## src/rtl/floppy_pkg.sv

```systemverilog
// floppy_pkg: widths and FSM encoding shared by the floppy voice scheduler.
// No ports; imported by floppy_voice and floppy_voice_sched.
package floppy_pkg;

   localparam int NOTE_W     = 7;
   localparam int SETPOINT_W = 23;
   localparam int TRACK_W    = 7;

   typedef enum logic [1:0] {
      IDLE   = 2'd0,
      LOOKUP = 2'd1,
      ASSIGN = 2'd2
   } state_t;

endpackage

```

## src/rtl/floppy_voice.sv

```systemverilog
// floppy_voice: one drive voice; half-period down-counter, step/dir, head track.
// Ports: clk, rst (async high), load/kill strobes, period in; step, dir, active out.
module floppy_voice
   import floppy_pkg::*;
#(
   parameter int MAX_TRACK = 79
) (
   input  logic                  clk,
   input  logic                  rst,
   input  logic                  load,
   input  logic                  kill,
   input  logic [SETPOINT_W-1:0] period,
   output logic                  step,
   output logic                  dir,
   output logic                  active
);

   localparam logic [TRACK_W-1:0] TOP = TRACK_W'(MAX_TRACK);

   logic [SETPOINT_W-1:0] per_q;
   logic [SETPOINT_W-1:0] cnt_q;
   logic [TRACK_W-1:0]    track_q;
   logic [TRACK_W-1:0]    track_nx;
   logic                  step_q;
   logic                  dir_q;
   logic                  act_q;

   assign step   = step_q;
   assign dir    = dir_q;
   assign active = act_q;

   always_comb begin
      track_nx = dir_q ? track_q - 1'b1 : track_q + 1'b1;
   end

   // A load wins over the tick so a retrigger restarts the half-period
   // cleanly; step level, track and dir are left as they are.
   always_ff @(posedge clk or posedge rst) begin
      if (rst) begin
         per_q   <= '0;
         cnt_q   <= '0;
         track_q <= '0;
         step_q  <= 1'b0;
         dir_q   <= 1'b0;
         act_q   <= 1'b0;
      end else if (kill) begin
         act_q  <= 1'b0;
         step_q <= 1'b0;
      end else if (load) begin
         act_q <= 1'b1;
         per_q <= period;
         cnt_q <= period - 1'b1;
      end else if (act_q) begin
         if (cnt_q == '0) begin
            cnt_q  <= per_q - 1'b1;
            step_q <= ~step_q;
            // Only the rising edge moves the head.
            if (!step_q) begin
               track_q <= track_nx;
               if (!dir_q && track_nx == TOP) begin
                  dir_q <= 1'b1;
               end else if (dir_q && track_nx == '0) begin
                  dir_q <= 1'b0;
               end
            end
         end else begin
            cnt_q <= cnt_q - 1'b1;
         end
      end
   end

endmodule

```

## src/rtl/floppy_voice_sched.sv

```systemverilog
// floppy_voice_sched: MIDI note events -> floppy drive voices (IDLE/LOOKUP/ASSIGN).
// Ports: clk, rst (async high); note_valid/note_ready/note_on/note event in;
// lut_note/lut_setpoint external lookup; step, dir, active per drive.
// Build option FLOPPY_VOICE_STEAL_EN: a note-on with all voices busy steals
// the voice at a round-robin pointer instead of being dropped.
module floppy_voice_sched
   import floppy_pkg::*;
#(
   parameter int NUM_DRIVES = 4,
   parameter int MAX_TRACK  = 79
) (
   input  logic                  clk,
   input  logic                  rst,
   input  logic                  note_valid,
   output logic                  note_ready,
   input  logic                  note_on,
   input  logic [NOTE_W-1:0]     note,
   output logic [NOTE_W-1:0]     lut_note,
   input  logic [SETPOINT_W-1:0] lut_setpoint,
   output logic [NUM_DRIVES-1:0] step,
   output logic [NUM_DRIVES-1:0] dir,
   output logic [NUM_DRIVES-1:0] active
);

   localparam int PW = (NUM_DRIVES > 1) ? $clog2(NUM_DRIVES) : 1;

   state_t                state_q;
   state_t                state_d;
   logic                  on_q;
   logic [NOTE_W-1:0]     note_q;
   logic [SETPOINT_W-1:0] sp_q;
   logic [NOTE_W-1:0]     vnote_q [NUM_DRIVES];
   logic [NUM_DRIVES-1:0] match;
   logic [NUM_DRIVES-1:0] load;
   logic [NUM_DRIVES-1:0] kill;
   logic                  any_match;
   logic                  any_free;
   logic [PW-1:0]         match_idx;
   logic [PW-1:0]         free_idx;
   logic                  accept;

   assign note_ready = (state_q == IDLE);
   assign accept     = note_valid & note_ready;
   // The latched note doubles as the lookup address, so it holds between events.
   assign lut_note   = note_q;

   always_ff @(posedge clk or posedge rst) begin
      if (rst) begin
         state_q <= IDLE;
         on_q    <= 1'b0;
         note_q  <= '0;
         sp_q    <= '0;
      end else begin
         state_q <= state_d;
         if (accept) begin
            note_q <= note;
            on_q   <= note_on;
         end
         if (state_q == LOOKUP) begin
            sp_q <= lut_setpoint;
         end
      end
   end

   always_comb begin
      state_d = state_q;
      unique case (state_q)
         IDLE:    if (note_valid) state_d = LOOKUP;
         LOOKUP:  state_d = ASSIGN;
         ASSIGN:  state_d = IDLE;
         default: state_d = IDLE;
      endcase
   end

   always_comb begin
      for (int i = 0; i < NUM_DRIVES; i++) begin
         match[i] = active[i] && (vnote_q[i] == note_q);
      end
   end

   // Scan downward so the lowest index wins.
   always_comb begin
      any_match = 1'b0;
      any_free  = 1'b0;
      match_idx = '0;
      free_idx  = '0;
      for (int i = NUM_DRIVES - 1; i >= 0; i--) begin
         if (match[i]) begin
            any_match = 1'b1;
            match_idx = PW'(i);
         end
         if (!active[i]) begin
            any_free = 1'b1;
            free_idx = PW'(i);
         end
      end
   end

`ifdef FLOPPY_VOICE_STEAL_EN
   logic [PW-1:0] steal_q;
   logic          steal_adv;

   always_ff @(posedge clk or posedge rst) begin
      if (rst) begin
         steal_q <= '0;
      end else if (steal_adv) begin
         steal_q <= (steal_q == PW'(NUM_DRIVES - 1)) ? '0 : steal_q + 1'b1;
      end
   end
`endif

   always_comb begin
      load = '0;
      kill = '0;
`ifdef FLOPPY_VOICE_STEAL_EN
      steal_adv = 1'b0;
`endif
      if (state_q == ASSIGN) begin
         if (on_q) begin
            // A zero half-period cannot be played; drop it.
            if (sp_q != '0) begin
               if (any_match) begin
                  load[match_idx] = 1'b1;
               end else if (any_free) begin
                  load[free_idx] = 1'b1;
               end
`ifdef FLOPPY_VOICE_STEAL_EN
               else begin
                  load[steal_q] = 1'b1;
                  steal_adv     = 1'b1;
               end
`endif
            end
         end else begin
            kill = match;
         end
      end
   end

   always_ff @(posedge clk or posedge rst) begin
      if (rst) begin
         for (int i = 0; i < NUM_DRIVES; i++) begin
            vnote_q[i] <= '0;
         end
      end else begin
         for (int i = 0; i < NUM_DRIVES; i++) begin
            if (load[i]) begin
               vnote_q[i] <= note_q;
            end
         end
      end
   end

   for (genvar g = 0; g < NUM_DRIVES; g++) begin : g_voice
      floppy_voice #(
         .MAX_TRACK (MAX_TRACK)
      ) u_voice (
         .clk    (clk),
         .rst    (rst),
         .load   (load[g]),
         .kill   (kill[g]),
         .period (sp_q),
         .step   (step[g]),
         .dir    (dir[g]),
         .active (active[g])
      );
   end

endmodule

```

## config.mk

```make
export PLATFORM = sky130hd
export DESIGN_NAME = floppy_voice_sched
export DESIGN_NICKNAME = d
export VERILOG_FILES = /design/src/rtl/floppy_pkg.sv /design/src/rtl/floppy_voice.sv /design/src/rtl/floppy_voice_sched.sv
export SDC_FILE = /design/constraint.sdc
export NUM_CORES = 1
export LEC_CHECK = 0
export ABC_AREA = 0
export BUFFER_PORTS_ARGS = -buffer_cell sky130_fd_sc_hd__buf_2
export CORE_MARGIN = 3
export CORE_UTILIZATION = 30
export CTS_BUF_LIST = sky130_fd_sc_hd__clkbuf_4
export DETAILED_ROUTE_END_ITERATION = 8
export RECOVER_POWER = 50
export SYNTH_ARGS = -nofsm -noshare
export SYNTH_HDL_FRONTEND = slang
export SYNTH_SLANG_ARGS = --single-unit
```

## constraint.sdc

```tcl
create_clock -name clk -period 13.6 [get_ports clk]
set_input_delay 2.04 -clock clk [delete_from_list [all_inputs] [get_ports clk]]
set_output_delay 2.04 -clock clk [all_outputs]
set_load 0.05 [all_outputs]
```

# == Word level (Yosys, flattened, before mapping) ==
# Cells that the tools add are included.
# totals
inputBits,34
reg_bits,285
out_inout_bits,20
# op_classes
addsub,17
bitwise_logic,13
order_cmp,4
muxes,77
reduce_logical,68
eq_ne,15
# op_table
cell,count
2-to-1 mux 23 bit,12
subtractor 23 x 1 -> 23 bit (second input constant),9
logical NOT 23 bit,4
2-to-1 mux 1 bit,42
nonzero test 2 bit,20
adder 7 x 1 -> 7 bit (second input constant),4
equality test 7 bit,4
equality test 7 bit (second input constant),4
logical NOT 7 bit,4
2-to-1 mux 4 bit,7
2-to-1 mux 7 bit,4
subtractor 7 x 1 -> 7 bit (second input constant),4
AND reduction 6 bit,4
nonzero test 23 bit,1
AND reduction 5 bit,4
2-to-1 mux 2 bit,9
AND reduction 2 bit,8
logical AND 1 bit,14
inverter 1 bit,12
AND reduction 3 bit,4
inequality test 2 x 1 -> 1 bit (second input constant),4
< comparator 2 x 3 -> 1 bit (second input constant),2
demux 1 bit (select 2 bit),2
greater-or-equal comparator 2 x 1 -> 1 bit (second input constant),2
7 further kinds,10

# == Logic depth before layout (Yosys ltp) ==
# Gate-level depths: netlist (run 1).
# logic_depth
depth_word,16
mapped_depth,17
ltp_nobuf,12

# == Cells and area by module ==
# A second synthesis (run 1) with hierarchy kept.
# unflattened
cells_unflattened,1776
hier_area_um2,17468.0
# by_module_without_submodules
mod,area_each_um2,cells_each,n_inst,seq_area_each_um2
floppy_voice (g_voice[0].u_voice ...),3704.8,389,2,1401.3
floppy_voice (g_voice[3].u_voice),3748.6,407,1,1401.3
floppy_voice (g_voice[2].u_voice),3535.9,387,1,1401.3
floppy_voice_sched,2773.9,204,1,1526.5

# == Worst setup path before layout (run 1) ==
# OpenSTA, ideal clock, no wires.
# synth_path
path_type,register to register
startpoint,reg g_voice[3].u_voice.cnt_q[5]
endpoint,reg g_voice[3].u_voice.cnt_q[20]
setup_slack_ns,9.695
required_time_ns,13.510
n_path_buf,5
synth_period_minus_slack_ns,3.905
t_arrival_ns,3.814
path_stages_with_launch,18
cell_sequence,dfrtp_1 > or4_1 > buf_2 > or3_1 > buf_2 > nor2_2 > buf_2 > buf_2 > a21oi_1 > ha_1 > or4b_2 > clkbuf_1 > nor2_1 > o311a_1 > and4b_1 > and3_1 > xor2_1 > o221ai_1
# synth_between
elab_chain_cells,4
# synth_lines
item,line,rtl
from (decl),floppy_voice.sv:21,logic [SETPOINT_W-1:0] cnt_q;
from (signal assigned),floppy_voice.sv:52,cnt_q <= period - 1'b1;
from (signal assigned),floppy_voice.sv:55,cnt_q <= per_q - 1'b1;
from (signal assigned),floppy_voice.sv:67,cnt_q <= cnt_q - 1'b1;
subtractor 23 x 1 -> 23 bit / logical NOT 23 bit (equally long branches),"floppy_voice.sv:67, floppy_voice.sv:54",
2-to-1 mux 23 bit (*),floppy_voice.sv:54,if (cnt_q == '0) begin
2-to-1 mux 23 bit (*),floppy_voice.sv:53,end else if (act_q) begin
2-to-1 mux 23 bit (*),floppy_voice.sv:49,end else if (load) begin
# Mark *: on every way between the ends. The rest lies on a longest branch, timed or not. The select of a mux whose other input is x is not followed.
# A chain may end at the register's enable or synchronous reset.

==> impl_metrics.ini, run 1 <==
[global_route]
antenna_found_initial = 3
grt_pass1_vias = 16140
grt_pass1_wl_um = 91020
track_usage_pct = 18.27
gr-total-overflow = 0
grt_max_degree = 125

[timing]
slew_viol_final = 265
clock_skew_ps = 42.04
setup_tns_ps = 0
rsz0062_at_grt = false
layout_min_cycle_time_ps = 5925
final-hold-violation-count = 0
min_period_over_period_pct = 43.57
worstMarginPinSlew_ps = 5792
final-setup-viol-count = 0
fmax_ghz = 0.1688
slew-limit-headroom_pct = -286.1
setup_slack_ps = 7675

[synthesis]
avgSynthCellArea_um2 = 8.408
synthTopCellsByArea = dfrtp_1 (40%), nand2_1 (10%), a21oi_1 (3.2%)
ys.flop_type = dfrtp_1
synthCells = 2113
ys_async_sr_fraction_pct = 100.0
synth_nets = 2185
yosysMostFrequentCell = nand2_1
ys_ff_latch = 285
seq_area_frac_synth_pct = 40.14
syn_area_mm2 = 0.01777
synth_largest_area_cell = dfrtp_1
synth.top_cell.area_share_pct = 40.14
ys_types = 87
synth_edf_count = 0
ys_warn_count = 0
synthTopCellsByCount = nand2_1 (475), dfrtp_1 (285), nor2_1 (136), a21oi_1 (113), o21ai_0 (106)

[finish]
drive_gt1_share_pct = 12.35
final_cells = 2953
fillCellCount = 6085
post-route-util_pct = 33.66
area.sequential_mm2 = 0.007132
multiInputGateArea_mm2 = 0.009861
syn2layout_area_growth_pct = 10.16
layout.nets = 2206

[floorplanning]
rows = 88
core-area_mm2 = 0.05814
fp.dieW_um = 249.4
dieHeight_um = 249.4
start_util_pct = 30.56
dieArea_mm2 = 0.06218
io_pins = 54

[job]
maxCapViolCount = 4

[clock_tree]
clockBufferDepth = 3
cts_setup_buffers = 0
clk_pin_slew_ps = 60
postCtsHoldBufs = 0
clockRootBuffer = clkbuf_4
cts_tree = built
clock_latency_ps = 810
cts_sinks = 285
cts_resized = 0
cts_max_level = 3
cts_buffers = 81

[hold_path]
min_from = g_voice[3].u_voice.per_q[21]$_DFFE_PP0P_
min_path_type = flop to flop

[critical_path]
worstSetupStartpointType = input port
reg2reg_from = sp_q[3]$_DFFE_PP0N_
end_kind = async pin
ff2ff_path_depth = 8
critPathKind = input port to async pin
rr_endpoint = g_voice[2].u_voice.cnt_q[22]$_DFFE_PP0P_
cp-startpoint = rst
cp_max_fo = 124
endpoint = g_voice[2].u_voice.per_q[18]$_DFFE_PP0P_
required_ps = 14350
rrSetupSlack_ps = 8570
crit_arrival_ps = 6670

[place]
hpwlAfterDp_um = 38630
dpl.cell_count = 2816
io_buffers = 53
gp_congestion = 0.9229
place_ws_ps = 9529

[pwr]
p_seq_share_pct = 42.0
max-vdd-ir-drop_v = 0.00007518
power.internal_mw = 2.130
p_clk_share_pct = 21.0
p_sw_mw = 1.789
power_density_mw_per_mm2 = 200.2
swShare_pct = 45.64
power_frac_comb_pct = 37.0
power_leakage_nw = 8.433

[drt]
drtIter0Drc = 1492
drc = 0
wl_um = 57820
dr.pass1.iters = 5
via_count = 16450
via_per_inst = 5.571
ant_nets = 0
wire_per_inst_um = 19.58

[outcome]
outcome = complete, but fails checks
violations = capacitance limit, slew limit
==> stage by stage <==
step                total power, mW  instance area [µm²]  hold WS [ps]
floorplan                     2.562                17770         438.1
global placement              3.035                18620         466.2
detailed placement            3.075                18620         468.1
CTS                           3.918                19640         490.5
global route                  4.192                19570         525.3
finish                        3.919                19570         487.2
==> worst max-delay path, stage by stage <==
cell	delay [ps]
clkbuf_1	80
clkinvlp_2	3100
buf_4	1220
==> cell families (layout without fill, tap and decap cells) <==
group,Yosys count,count (layout),share of synthesized area [%]
and+or+nand+nor,918,918,23.87
muxes,65,65,3.965
AOI/OAI and AO/OA,504,504,19.04
xor gates and xnor gates,115,115,5.669
buffers and inverters,188,262,4.472
DFF,285,285,40.14
other,0,1,0
adders and majority gates,38,38,2.845
==> cells in the final DEF (no fill, tap or decap), types with 22 or more instances in the layout <==
master	n
inv_1	47
xnor2_1	59
or3_1	33
mux2_2	43
ha_1	34
o22ai_1	28
a21oi_1	113
nor3_1	74
mux2i_1	22
a211oi_1	30
dfrtp_1	285
nor2_1	133
buf_2	52
nor4_1	40
o21ai_0	105
nand4_1	24
o31ai_1	23
clkbuf_4	111
nand3_1	30
nand2_1	473
xor2_1	56
a31oi_1	26
==> layer usage <==
metal,GRT usage [%],share of wire [%],vias up
met1,23.03,42,7995
met3,4.291,7.6,179
li1,-,-,7658
met4,10.61,5.4,2
met2,28.59,45,618
met5,0,0.022,-
==> registers in the layout, indices dropped and copies added (netlist names) <==
signal	flops
g_voice.u_voice.active	4
g_voice.u_voice.cnt_q	92
g_voice.u_voice.dir	4
g_voice.u_voice.per_q	92
g_voice.u_voice.step	4
g_voice.u_voice.track_q	28
lut_note	7
on_q	1
sp_q	23
state_q	2
vnote_q	28
==> final cells by class <==
cell class / instances / area share (%)
Tap cell: 765 / 4.891
Antenna cell: 1 / 0.01279
Clock inverter: 25 / 0.9526
Sequential cell: 285 / 36.44
Multi-Input combinational cell: 1640 / 50.38
Timing Repair Buffer: 77 / 2.116
Clock buffer: 111 / 4.258
Inverter: 49 / 0.9462
==> worst min-delay path by stage <==
stage | endpoint | slack (ps) | depth (start not counted)
floorplan | g_voice[2].u_voice.per_q[22]$_DFFE_PP0P_ | 440 | 2
global placement | g_voice[1].u_voice.per_q[22]$_DFFE_PP0P_ | 470 | 2
detailed placement | g_voice[3].u_voice.per_q[21]$_DFFE_PP0P_ | 470 | 2
CTS | g_voice[3].u_voice.per_q[21]$_DFFE_PP0P_ | 490 | 2
global route | g_voice[1].u_voice.per_q[22]$_DFFE_PP0P_ | 530 | 2
finish | g_voice[3].u_voice.per_q[21]$_DFFE_PP0P_ | 490 | 2
==> power by group through the flow <==
stage	logic [mW]	clock network [mW]	registers, mW
2_1_floorplan	1.15	0	1.41
3_3_place_gp	1.40	0	1.63
3_5_place_dp	1.43	0	1.64
4_1_cts	1.44	0.846	1.63
5_1_grt	1.61	0.894	1.69
6_report	1.45	0.823	1.65
No activity file was read; power rests on OpenSTA's default activity.
==> run 2: changes to the inputs <==
==> constraint.sdc (replaced) <==
create_clock -name clk -period 5.1 [get_ports clk]
set_input_delay 0.765 -clock clk [delete_from_list [all_inputs] [get_ports clk]]
set_output_delay 0.765 -clock clk [all_outputs]
set_load 0.05 [all_outputs]
==> run 2 against run 1 <==
  * The flow still finishes with violations (capacitance limit, slew limit)
  * Die area did not move
  * Count of clock-buffer cells in the layout rose by 13
  * Sequential power rose to 2.7 times the previous value
  * Worst setup slack got worse by 6800 ps
  * Register-to-register slack got worse by 7700 ps
  * Largest cell class unchanged
  * Flip-flop and latch count did not move
  * Via count rose by 2.0%
  * Hold slack got worse by 310 ps
  * Non-clock buffer count rose by 14
  * Clock skew rose by 23 ps
  * Cell count rose by 0.95%
  * Core utilization rose by 0.33 points
==> impl_metrics.ini, run 2 (synthesis gave the netlist of run 1 again) <==
[pwr]
swShare_pct = 46.28
p_seq_share_pct = 41.7
power.internal_mw = 5.714
p_clk_share_pct = 21.1
max-vdd-ir-drop_v = 0.0001853
p_sw_mw = 4.922
power_leakage_nw = 8.570
power_density_mw_per_mm2 = 538.1
power_frac_comb_pct = 37.2

[critical_path]
end_kind = flop
critPathKind = flop to flop
rr_endpoint = g_voice[3].u_voice.cnt_q[22]$_DFFE_PP0P_
rrSetupSlack_ps = 910
required_ps = 5760
ff2ff_path_depth = 14
reg2reg_from = g_voice[3].u_voice.cnt_q[5]$_DFFE_PP0P_
crit_arrival_ps = 4850
worstSetupStartpointType = flop
cp_max_fo = 19

[drt]
via_per_inst = 5.627
drc = 0
wire_per_inst_um = 20.40
drtIter0Drc = 1915
dr.pass1.iters = 6
via_count = 16780
ant_nets = 0
wl_um = 60810

[place]
dpl.cell_count = 2830
hpwlAfterDp_um = 41490
gp_congestion = 0.9307
io_buffers = 53
placed_cell_area_mm2 = 0.01873

[global_route]
antenna_found_initial = 1
grt_pass1_vias = 16300
grt_max_degree = 114
gr-total-overflow = 0
track_usage_pct = 19.26
grt_pass1_wl_um = 95590

[timing]
slew-limit-headroom_pct = -157.5
final-setup-viol-count = 0
fmax_ghz = 0.2385
final-hold-violation-count = 0
slew_viol_final = 316
min_period_over_period_pct = 82.20
worstMarginPinSlew_ps = 3863
rsz0062_at_grt = false
clock_skew_ps = 64.54
setup_tns_ps = 0
layout_min_cycle_time_ps = 4192

[outcome]
violations = capacitance limit, slew limit
outcome = complete, but fails checks

[finish]
drive_gt1_share_pct = 13.77
fillCellCount = 6106
largestRegisters = g_voice.u_voice.cnt_q (92), g_voice.u_voice.per_q (92)
syn2layout_area_growth_pct = 11.25
mostFrequentLayoutCell = nand2_1
layout.nets = 2224
final_cells = 2981
fin_area_mm2 = 0.01977
final_cell_mix = nand2_1 (472), dfrtp_1 (285), nor2_1 (133)

[clock_tree]
cts_max_level = 3
cts_tree = built
clockRootBuffer = clkbuf_4
clk_pin_slew_ps = 70
postCtsHoldBufs = 0
cts_resized = 0
cts_setup_buffers = 0
clockBufferDepth = 3
cts_buffers = 85
clock_latency_ps = 840
cts_sinks = 285

[floorplanning]
rows = 88
dieArea_mm2 = 0.06218
core-area_mm2 = 0.05814
start_util_pct = 30.56
io_pins = 54
dieHeight_um = 249.4
fp.dieW_um = 249.4

[hold_path]
min_path_type = input port to flop
hold_depth = 3
hold_path_end = sp_q[1]$_DFFE_PP0N_
min_from = lut_setpoint[1]

[job]
maxCapViolCount = 5
==> run 2: changes by cell type in the layout (fill, tap and decap cells not counted), sizes merged <==
cell | previous run | this run
bufinv | 3 | 1
clkinvlp | 3 | 1
inv | 48 | 50
clkinv | 20 | 23
clkbuf | 120 | 129
buf | 68 | 86
==> run 2: worst max-delay path by stage <==
stage	endpoint	from	cells after the start
6_report	g_voice[3].u_voice.cnt_q[22]$_DFFE_PP0P_	g_voice[3].u_voice.cnt_q[5]$_DFFE_PP0P_	14
5_1_grt	g_voice[3].u_voice.cnt_q[22]$_DFFE_PP0P_	g_voice[3].u_voice.cnt_q[5]$_DFFE_PP0P_	14
4_1_cts	g_voice[3].u_voice.cnt_q[22]$_DFFE_PP0P_	g_voice[3].u_voice.cnt_q[5]$_DFFE_PP0P_	14
3_5_place_dp	g_voice[3].u_voice.cnt_q[22]$_DFFE_PP0P_	g_voice[3].u_voice.cnt_q[5]$_DFFE_PP0P_	14
3_3_place_gp	g_voice[3].u_voice.cnt_q[22]$_DFFE_PP0P_	g_voice[3].u_voice.cnt_q[5]$_DFFE_PP0P_	14
2_1_floorplan	g_voice[0].u_voice.active$_DFFE_PP0P_	rst	1
==> run 2: power groups by stage <==
stage	clock network (mW)	logic, mW	registers, mW
after global placement	0	3.81	4.37
after detailed placement	0	3.88	4.41
after floorplan	0	3.06	3.77
final	2.25	3.96	4.43
after global routing	2.43	4.37	4.53
after CTS	2.32	3.90	4.38
==> run 2: layer usage <==
| metal | global-route usage [%] | part of all wire (%) |
|---|---|---|
| met5 | 0 | 0 |
| met4 | 8.355 | 3.9 |
| met3 | 3.832 | 7.9 |
| met2 | 30.28 | 46 |
| met1 | 25.73 | 43 |
==> run 2: cell type report <==
class / instances / area (µm²) / area share, %
clock inverter: 26 / 133.9 / 0.6773
tap: 765 / 957.2 / 4.843
antenna: 1 / 2.502 / 0.01266
clock buffer: 124 / 930.9 / 4.710
timing repair buffer: 91 / 533.0 / 2.697
inverter: 49 / 185.2 / 0.9369
multi-input combinational: 1640 / 9891 / 50.04
sequential: 285 / 7132 / 36.08
==> run 2: per-stage QoR <==
step,hold WS (ps),setup slack (ps),utilization (%),power [mW]
2_1_floorplan,438.1,557.8,-,6.832
3_3_place_gp,453.9,1056,32.22,8.186
3_5_place_dp,475.4,1050,32.22,8.288
4_1_cts,108.0,1026,34.05,10.60
5_1_grt,137.8,574.6,34.00,11.34
6_report,178.3,907.6,34.00,10.64
==> run 2: critical path, stage by stage, from the launching register on <==
cell and delay (ps):
dfrtp_1 440, or4_1 350, or3_1 160, buf_4 180
nor2_2 60, buf_4 220, a21oi_1 220, ha_1 290
or4b_2 740, nor3_1 250, nand4_1 150, o21ai_0 320
nand4_1 200, a221oi_1 310, o21ai_0 140
